==> src/rtl/fft_frame_writer.sv <==
// Purpose : write side of the four FFT RAMs; stores one 1024-bin, 4-channel frame
//           at address = bin index and tracks the channel-1 peak inside [MINBIN, MAXBIN].
// Latency : accepted bin -> wren/wraddress/dataK one cycle later; maxbin/detectdone
//           two cycles after the eop bin.
// Backpressure: none on the input stream; while the RAMs are held for weightblock,
//           new frames are dropped and counted instead of stalled.
// Ports   : clk/reset (sync, active-high); fft_valid/fft_sop/fft_eop/fft_in1..4 input
//           stream; wb_done release pulse; wren/wraddress/data1..4 RAM write port;
//           maxbin/detectdone peak report; busy, frame_err, drop_cnt status.
module fft_frame_writer #(
  parameter int NPOINT     = 1024,
  parameter int MINBIN     = 4,
  parameter int MAXBIN     = 200,
  parameter int MAG_THRESH = 64
) (
  input  logic        clk,
  input  logic        reset,
  input  logic        fft_valid,
  input  logic        fft_sop,
  input  logic        fft_eop,
  input  logic [27:0] fft_in1,
  input  logic [27:0] fft_in2,
  input  logic [27:0] fft_in3,
  input  logic [27:0] fft_in4,
  input  logic        wb_done,
  output logic        wren,
  output logic [9:0]  wraddress,
  output logic [27:0] data1,
  output logic [27:0] data2,
  output logic [27:0] data3,
  output logic [27:0] data4,
  output logic [9:0]  maxbin,
  output logic        detectdone,
  output logic        busy,
  output logic        frame_err,
  output logic [7:0]  drop_cnt
);

  typedef enum logic [1:0] {S_IDLE, S_WRITE, S_REPORT, S_HOLD} state_t;

  state_t      state_q, state_d;
  logic [9:0]  cnt_q, cnt_d;
  logic [14:0] peak_mag_q, peak_mag_d;
  logic [9:0]  peak_bin_q, peak_bin_d;
  logic        wren_q, wren_d;
  logic [9:0]  wraddress_q, wraddress_d;
  logic [27:0] data1_q, data1_d, data2_q, data2_d, data3_q, data3_d, data4_q, data4_d;
  logic [9:0]  maxbin_q, maxbin_d;
  logic        detectdone_q, detectdone_d;
  logic        busy_q, busy_d;
  logic        frame_err_q, frame_err_d;
  logic [7:0]  drop_cnt_q, drop_cnt_d;

  logic        accept;
  logic        drop_inc;
  logic [9:0]  idx;
  logic        is_last;
  logic        in_win;
  logic [14:0] cur_mag;
  logic [14:0] base_mag;
  logic [9:0]  base_bin;

  // |re| + |im| of a packed sample; |-8192| = 8192 fits the 14-bit unsigned result.
  function automatic logic [14:0] mag_of(input logic [27:0] s);
    logic [13:0] re_abs;
    logic [13:0] im_abs;
    re_abs = s[27] ? (~s[27:14] + 14'd1) : s[27:14];
    im_abs = s[13] ? (~s[13:0] + 14'd1) : s[13:0];
    return {1'b0, re_abs} + {1'b0, im_abs};
  endfunction

  always_comb begin
    state_d      = state_q;
    cnt_d        = cnt_q;
    peak_mag_d   = peak_mag_q;
    peak_bin_d   = peak_bin_q;
    wren_d       = 1'b0;
    wraddress_d  = wraddress_q;
    data1_d      = data1_q;
    data2_d      = data2_q;
    data3_d      = data3_q;
    data4_d      = data4_q;
    maxbin_d     = maxbin_q;
    detectdone_d = 1'b0;
    frame_err_d  = 1'b0;
    drop_inc     = 1'b0;

    accept   = fft_valid && ((state_q == S_IDLE && fft_sop) || state_q == S_WRITE);
    // A sop always lands at bin 0, including a premature sop that restarts the frame.
    idx      = fft_sop ? 10'd0 : cnt_q;
    is_last  = (idx == 10'(NPOINT - 1));
    in_win   = (idx >= 10'(MINBIN)) && (idx <= 10'(MAXBIN));
    cur_mag  = mag_of(fft_in1);
    base_mag = fft_sop ? 15'd0 : peak_mag_q;
    base_bin = fft_sop ? 10'd0 : peak_bin_q;

    case (state_q)
      S_IDLE, S_WRITE: begin
        if (accept) begin
          wren_d      = 1'b1;
          wraddress_d = idx;
          data1_d     = fft_in1;
          data2_d     = fft_in2;
          data3_d     = fft_in3;
          data4_d     = fft_in4;
          cnt_d       = idx + 10'd1;
          peak_mag_d  = base_mag;
          peak_bin_d  = base_bin;
          // Strict compare: on a tie the earlier (lower) bin is kept.
          if (in_win && cur_mag > base_mag) begin
            peak_mag_d = cur_mag;
            peak_bin_d = idx;
          end
          if (fft_eop != is_last) begin
            // eop on the wrong bin, or the last bin arrived without eop (overrun).
            frame_err_d = 1'b1;
            drop_inc    = 1'b1;
            state_d     = S_IDLE;
          end else if (state_q == S_WRITE && fft_sop) begin
            frame_err_d = 1'b1;
            drop_inc    = 1'b1;
            state_d     = S_WRITE;
          end else if (fft_eop) begin
            state_d = S_REPORT;
          end else begin
            state_d = S_WRITE;
          end
        end
      end
      S_REPORT: begin
        if (peak_mag_q >= 15'(MAG_THRESH)) begin
          maxbin_d     = peak_bin_q;
          detectdone_d = 1'b1;
          state_d      = S_HOLD;
        end else begin
          drop_inc = 1'b1;
          state_d  = S_IDLE;
        end
      end
      S_HOLD: begin
        // RAMs stay frozen; each new sop is one lost frame, its other bins are ignored.
        if (fft_valid && fft_sop) drop_inc = 1'b1;
        if (wb_done) state_d = S_IDLE;
      end
      default: state_d = S_IDLE;
    endcase

    drop_cnt_d = (drop_inc && drop_cnt_q != 8'hFF) ? drop_cnt_q + 8'd1 : drop_cnt_q;
    busy_d     = (state_d != S_IDLE);
  end

  always_ff @(posedge clk) begin
    if (reset) begin
      state_q      <= S_IDLE;
      cnt_q        <= '0;
      peak_mag_q   <= '0;
      peak_bin_q   <= '0;
      wren_q       <= 1'b0;
      wraddress_q  <= '0;
      data1_q      <= '0;
      data2_q      <= '0;
      data3_q      <= '0;
      data4_q      <= '0;
      maxbin_q     <= '0;
      detectdone_q <= 1'b0;
      busy_q       <= 1'b0;
      frame_err_q  <= 1'b0;
      drop_cnt_q   <= '0;
    end else begin
      state_q      <= state_d;
      cnt_q        <= cnt_d;
      peak_mag_q   <= peak_mag_d;
      peak_bin_q   <= peak_bin_d;
      wren_q       <= wren_d;
      wraddress_q  <= wraddress_d;
      data1_q      <= data1_d;
      data2_q      <= data2_d;
      data3_q      <= data3_d;
      data4_q      <= data4_d;
      maxbin_q     <= maxbin_d;
      detectdone_q <= detectdone_d;
      busy_q       <= busy_d;
      frame_err_q  <= frame_err_d;
      drop_cnt_q   <= drop_cnt_d;
    end
  end

  assign wren       = wren_q;
  assign wraddress  = wraddress_q;
  assign data1      = data1_q;
  assign data2      = data2_q;
  assign data3      = data3_q;
  assign data4      = data4_q;
  assign maxbin     = maxbin_q;
  assign detectdone = detectdone_q;
  assign busy       = busy_q;
  assign frame_err  = frame_err_q;
  assign drop_cnt   = drop_cnt_q;

endmodule
==> config.mk <==
export PLATFORM = sky130hd
export DESIGN_NAME = fft_frame_writer
export DESIGN_NICKNAME = d
export VERILOG_FILES = /design/src/rtl/fft_frame_writer.sv
export SDC_FILE = /design/constraint.sdc
export NUM_CORES = 1
export LEC_CHECK = 0
export ABC_AREA = 1
export BUFFER_PORTS_ARGS = -buffer_cell sky130_fd_sc_hd__buf_4
export CAP_MARGIN = 20
export CORE_MARGIN = 3
export CORE_UTILIZATION = 40
export CTS_CLUSTER_SIZE = 40
export DETAILED_ROUTE_END_ITERATION = 8
export HOLD_SLACK_MARGIN = 0.05
export PLACE_DENSITY = 0.73
export REMOVE_ABC_BUFFERS = 1
export SYNTH_ARGS = -nofsm -noshare
export SYNTH_HDL_FRONTEND = slang
export SYNTH_SLANG_ARGS = --single-unit
==> constraint.sdc <==
create_clock -name clk -period 3.95 [get_ports clk]
set_clock_uncertainty 0.1 [all_clocks]
set_input_delay 0.395 -clock clk [delete_from_list [all_inputs] [get_ports clk]]
set_output_delay 0.395 -clock clk [all_outputs]
set_load 0.05 [all_outputs]
==> results.yml <==
worst_setup_path:
  path_max_fanout: 6
  worstSetupPathType: "input pin to register"
  crit_arrival_ps: 3980
  startpoint_type: "input pin"
  cp.required_ps: 4200
  crit_path_end_kind: "register"
cts:
  cts_buffer_depth: 2
  cts_made_buffers: 17
  tritoncts: "done"
  cts_hold_buf: 0
  cts_htree_levels: 4
  path_clk_slew_ps: 80
  insertion_delay_ps: 430
  cts_root_buf: "clkbuf_16"
  clock-sinks: 181
routing:
  routedWlPerCell_um: 13.83
  first_pass_iters: 7
  vias: 8983
  viasPerCell: 4.928
  post-route-drc-count: 0
  drt_wl_total_um: 25210
  drtIter0Drc: 723
  antenna_left: 0
yosys:
  synthFlopType: "dfxtp_1"
  synth_area_per_cell_um2: 7.040
  synthCells: 1265
  synth-edff-count: 0
  ys_types: 42
  synthesis.area_mm2: 0.008906
  yosys_warnings: 0
  ys_seq_area_share_pct: 40.69
  async_flop_share_pct: 0
  ys_ff_latch: 181
global_routing:
  grt_use_total_pct: 19.87
  antenna_found_initial: 0
  grt_pass1_wl_um: 40190
  grt_max_degree: 110
  overflow: 0
  grt_pass1_vias: 8271
timing:
  fmax_mhz: 268.5
  relSlewSlack_pct: 40.28
  final_hold_viol_count: 0
  worst_slew_pin_slew_ps: 894.5
  fin_crit_sh_pct: 94.30
  worst_slack_ps: 225.0
  setup_violations: 0
  tns_ps: 0
  maxSlewViolCount: 0
  finalCriticalPeriod_ps: 3725
floorplanning:
  coreArea_mm2: 0.02142
  die_h_um: 155.2
  ioPinCount: 262
  die_x_um: 155.2
  start_util_pct: 41.58
  die_area_mm2: 0.02409
  num_rows: 53
placement:
  placed_area_mm2: 0.01135
  port_buffers: 261
  dp_hpwl_um: 18010
  gp_congestion: 0.8407
  dp_worst_setup_slack_ps: -332.9
  dp.cells: 1786
run:
  max_cap_violations: 0
layout:
  fin_area_mm2: 0.01218
  antenna_cells: 0
  drive_above_1_share_pct: 27.78
  nFillCells: 1995
  syn_to_final_growth_pct: 36.72
  layoutNonFillerInstCount: 1823
  final_nets: 1688
  fin_util_pct: 56.85
power_and_ir_drop:
  p_per_area_mw_per_mm2: 425.8
  peakVddDrop_mv: 0.2507
  leakage_nw: 5.700
hold_path:
  hold_path_class: "input pin to register"
outcome:
  status: "completed"
[sequential cells by signal, summed over array words and instances, names as in the netlist]
signal and flops:
state_q 2, data4 28, maxbin 10, data3 28, data1 28, frame_err 1
drop_cnt 8, detectdone 1, wren 1, peak_bin_q 10, wraddress 10, cnt_q 10
peak_mag_q 15, data2 28, busy 1
[per-layer routing]
metal / global-route usage [%] / vias to the layer above / share of wire, %
met4: 5.211 / 0 / 1.5
li1: - / 4614 / -
met2: 34.02 / 265 / 49
met1: 26.10 / 4074 / 44
met3: 3.282 / 30 / 5.7
met5: 0 / - / 0
[stage by stage]
step	hold WS (ps)	total power, mW
after CTS	99.87	5.173
after global placement	355.0	3.354
final	119.1	5.184
after detailed placement	360.9	3.374
after floorplan	350.6	2.869
after global routing	100.6	5.462
[what timing repair did]
| item | CTS | global route |
|---|---|---|
| resized for setup | 0 | 45 |
| setup buffers | 0 | 5 |
| setup endpoints to repair | 0 | 25 |
[layout by cell type (no fill, tap or decap), types with 3 or more instances in the layout]
cell type,count
clkbuf_16,17
nor3_2,4
nor4_1,5
xnor2_1,9
inv_1,106
nand3_1,61
nand4_1,9
nand2_2,21
inv_2,4
nor2_2,7
xor2_1,23
clkinv_8,3
nor3b_1,4
nand2_4,4
nor2_1,268
a21oi_1,62
ha_1,31
nand3_2,16
o21ai_0,131
o21ai_1,3
buf_12,5
buf_4,306
nand2_1,201
nor2_4,6
inv_8,6
nand3b_1,3
a21oi_2,13
a31oi_1,3
dfxtp_1,181
nor3_1,6
[worst max-delay path, stage by stage]
cell and delay, ps:
buf_4 110, inv_1 70, buf_4 120, nand3_1 120, nor3_2 200, nand2_2 110, o21ai_1 150, xor2_1 230
ha_1 320, a21oi_1 220, buf_4 150, nand2_1 50, nand2_1 100, nand4_1 110, nand2_2 100, inv_1 70
ha_4 260, nand2_1 70, nor2_2 150, and2_4 160, nand2_1 60, nand2_2 100, nand2_4 90, buf_12 140
nand2_1 70, nand3_2 80, a21oi_2 160
[worst paths after layout]
kind	slack [ps]	start	endpoint	cells past startpoint
worst min register to register	370	wraddress[0]$_SDFFE_PP0P_	wraddress[0]$_SDFFE_PP0P_	2
worst max-delay path	220	fft_in1[15]	peak_mag_q[9]$_SDFFE_PP0P_	27
worst max register to register	1380	cnt_q[1]$_SDFFE_PP0P_	drop_cnt[4]$_SDFFE_PP0P_	13
worst min-delay path	120	fft_in2[20]	data2[20]$_SDFFE_PP0P_	3
[synthesized netlist by cell type, types with 4 or more instances]
cell type  number  area share (%)
inv_1         109             4.6
a21oi_2        10            0.98
xor2_1         23             2.3
nor3_1         10            0.56
a21oi_1        65             3.7
nand3_2        13             1.5
nor2_1        274              12
nor4_1          5            0.35
clkbuf_1       38             1.6
ha_1           34             4.8
nor3b_1         4            0.34
nand3_1        64             3.6
buf_2          15            0.84
xnor2_1        10            0.98
nand2_1       210             8.9
dfxtp_1       181              41
nand4_1         9            0.63
o21ai_0       134             7.5
nand2_2        14            0.98
nor2_2          4            0.28
[where the power goes]
| part | switching [mW] | internal (mW) |
|---|---|---|
| Sequential | 0.0456 | 1.91 |
| Clock | 0.863 | 0.927 |
| Combinational | 0.906 | 0.528 |
| Total | 1.81 | 3.37 |
[area by class of cell]
class	instances	area (um2)	area share, %
clock buffers	17	425.4	3.494
well taps	275	344.1	2.826
flip-flops and latches	181	3623	29.76
clock inverters	15	197.7	1.624
repair buffers	311	2397	19.69
multi-input cells	912	4766	39.14
inverters	112	422.9	3.473
[kinds of logic (layout without fill, tap and decap cells)]
logic type	after synthesis	count (layout)	synth area share, %
simple gates	619	619	29.77
compound gates	225	225	13.50
flops	181	181	40.69
buf+inv	172	455	7.797
fa+ha+maj	35	35	5.001
xor+xnor	33	33	3.245
Note: power is estimated with default switching activity, not from simulation.
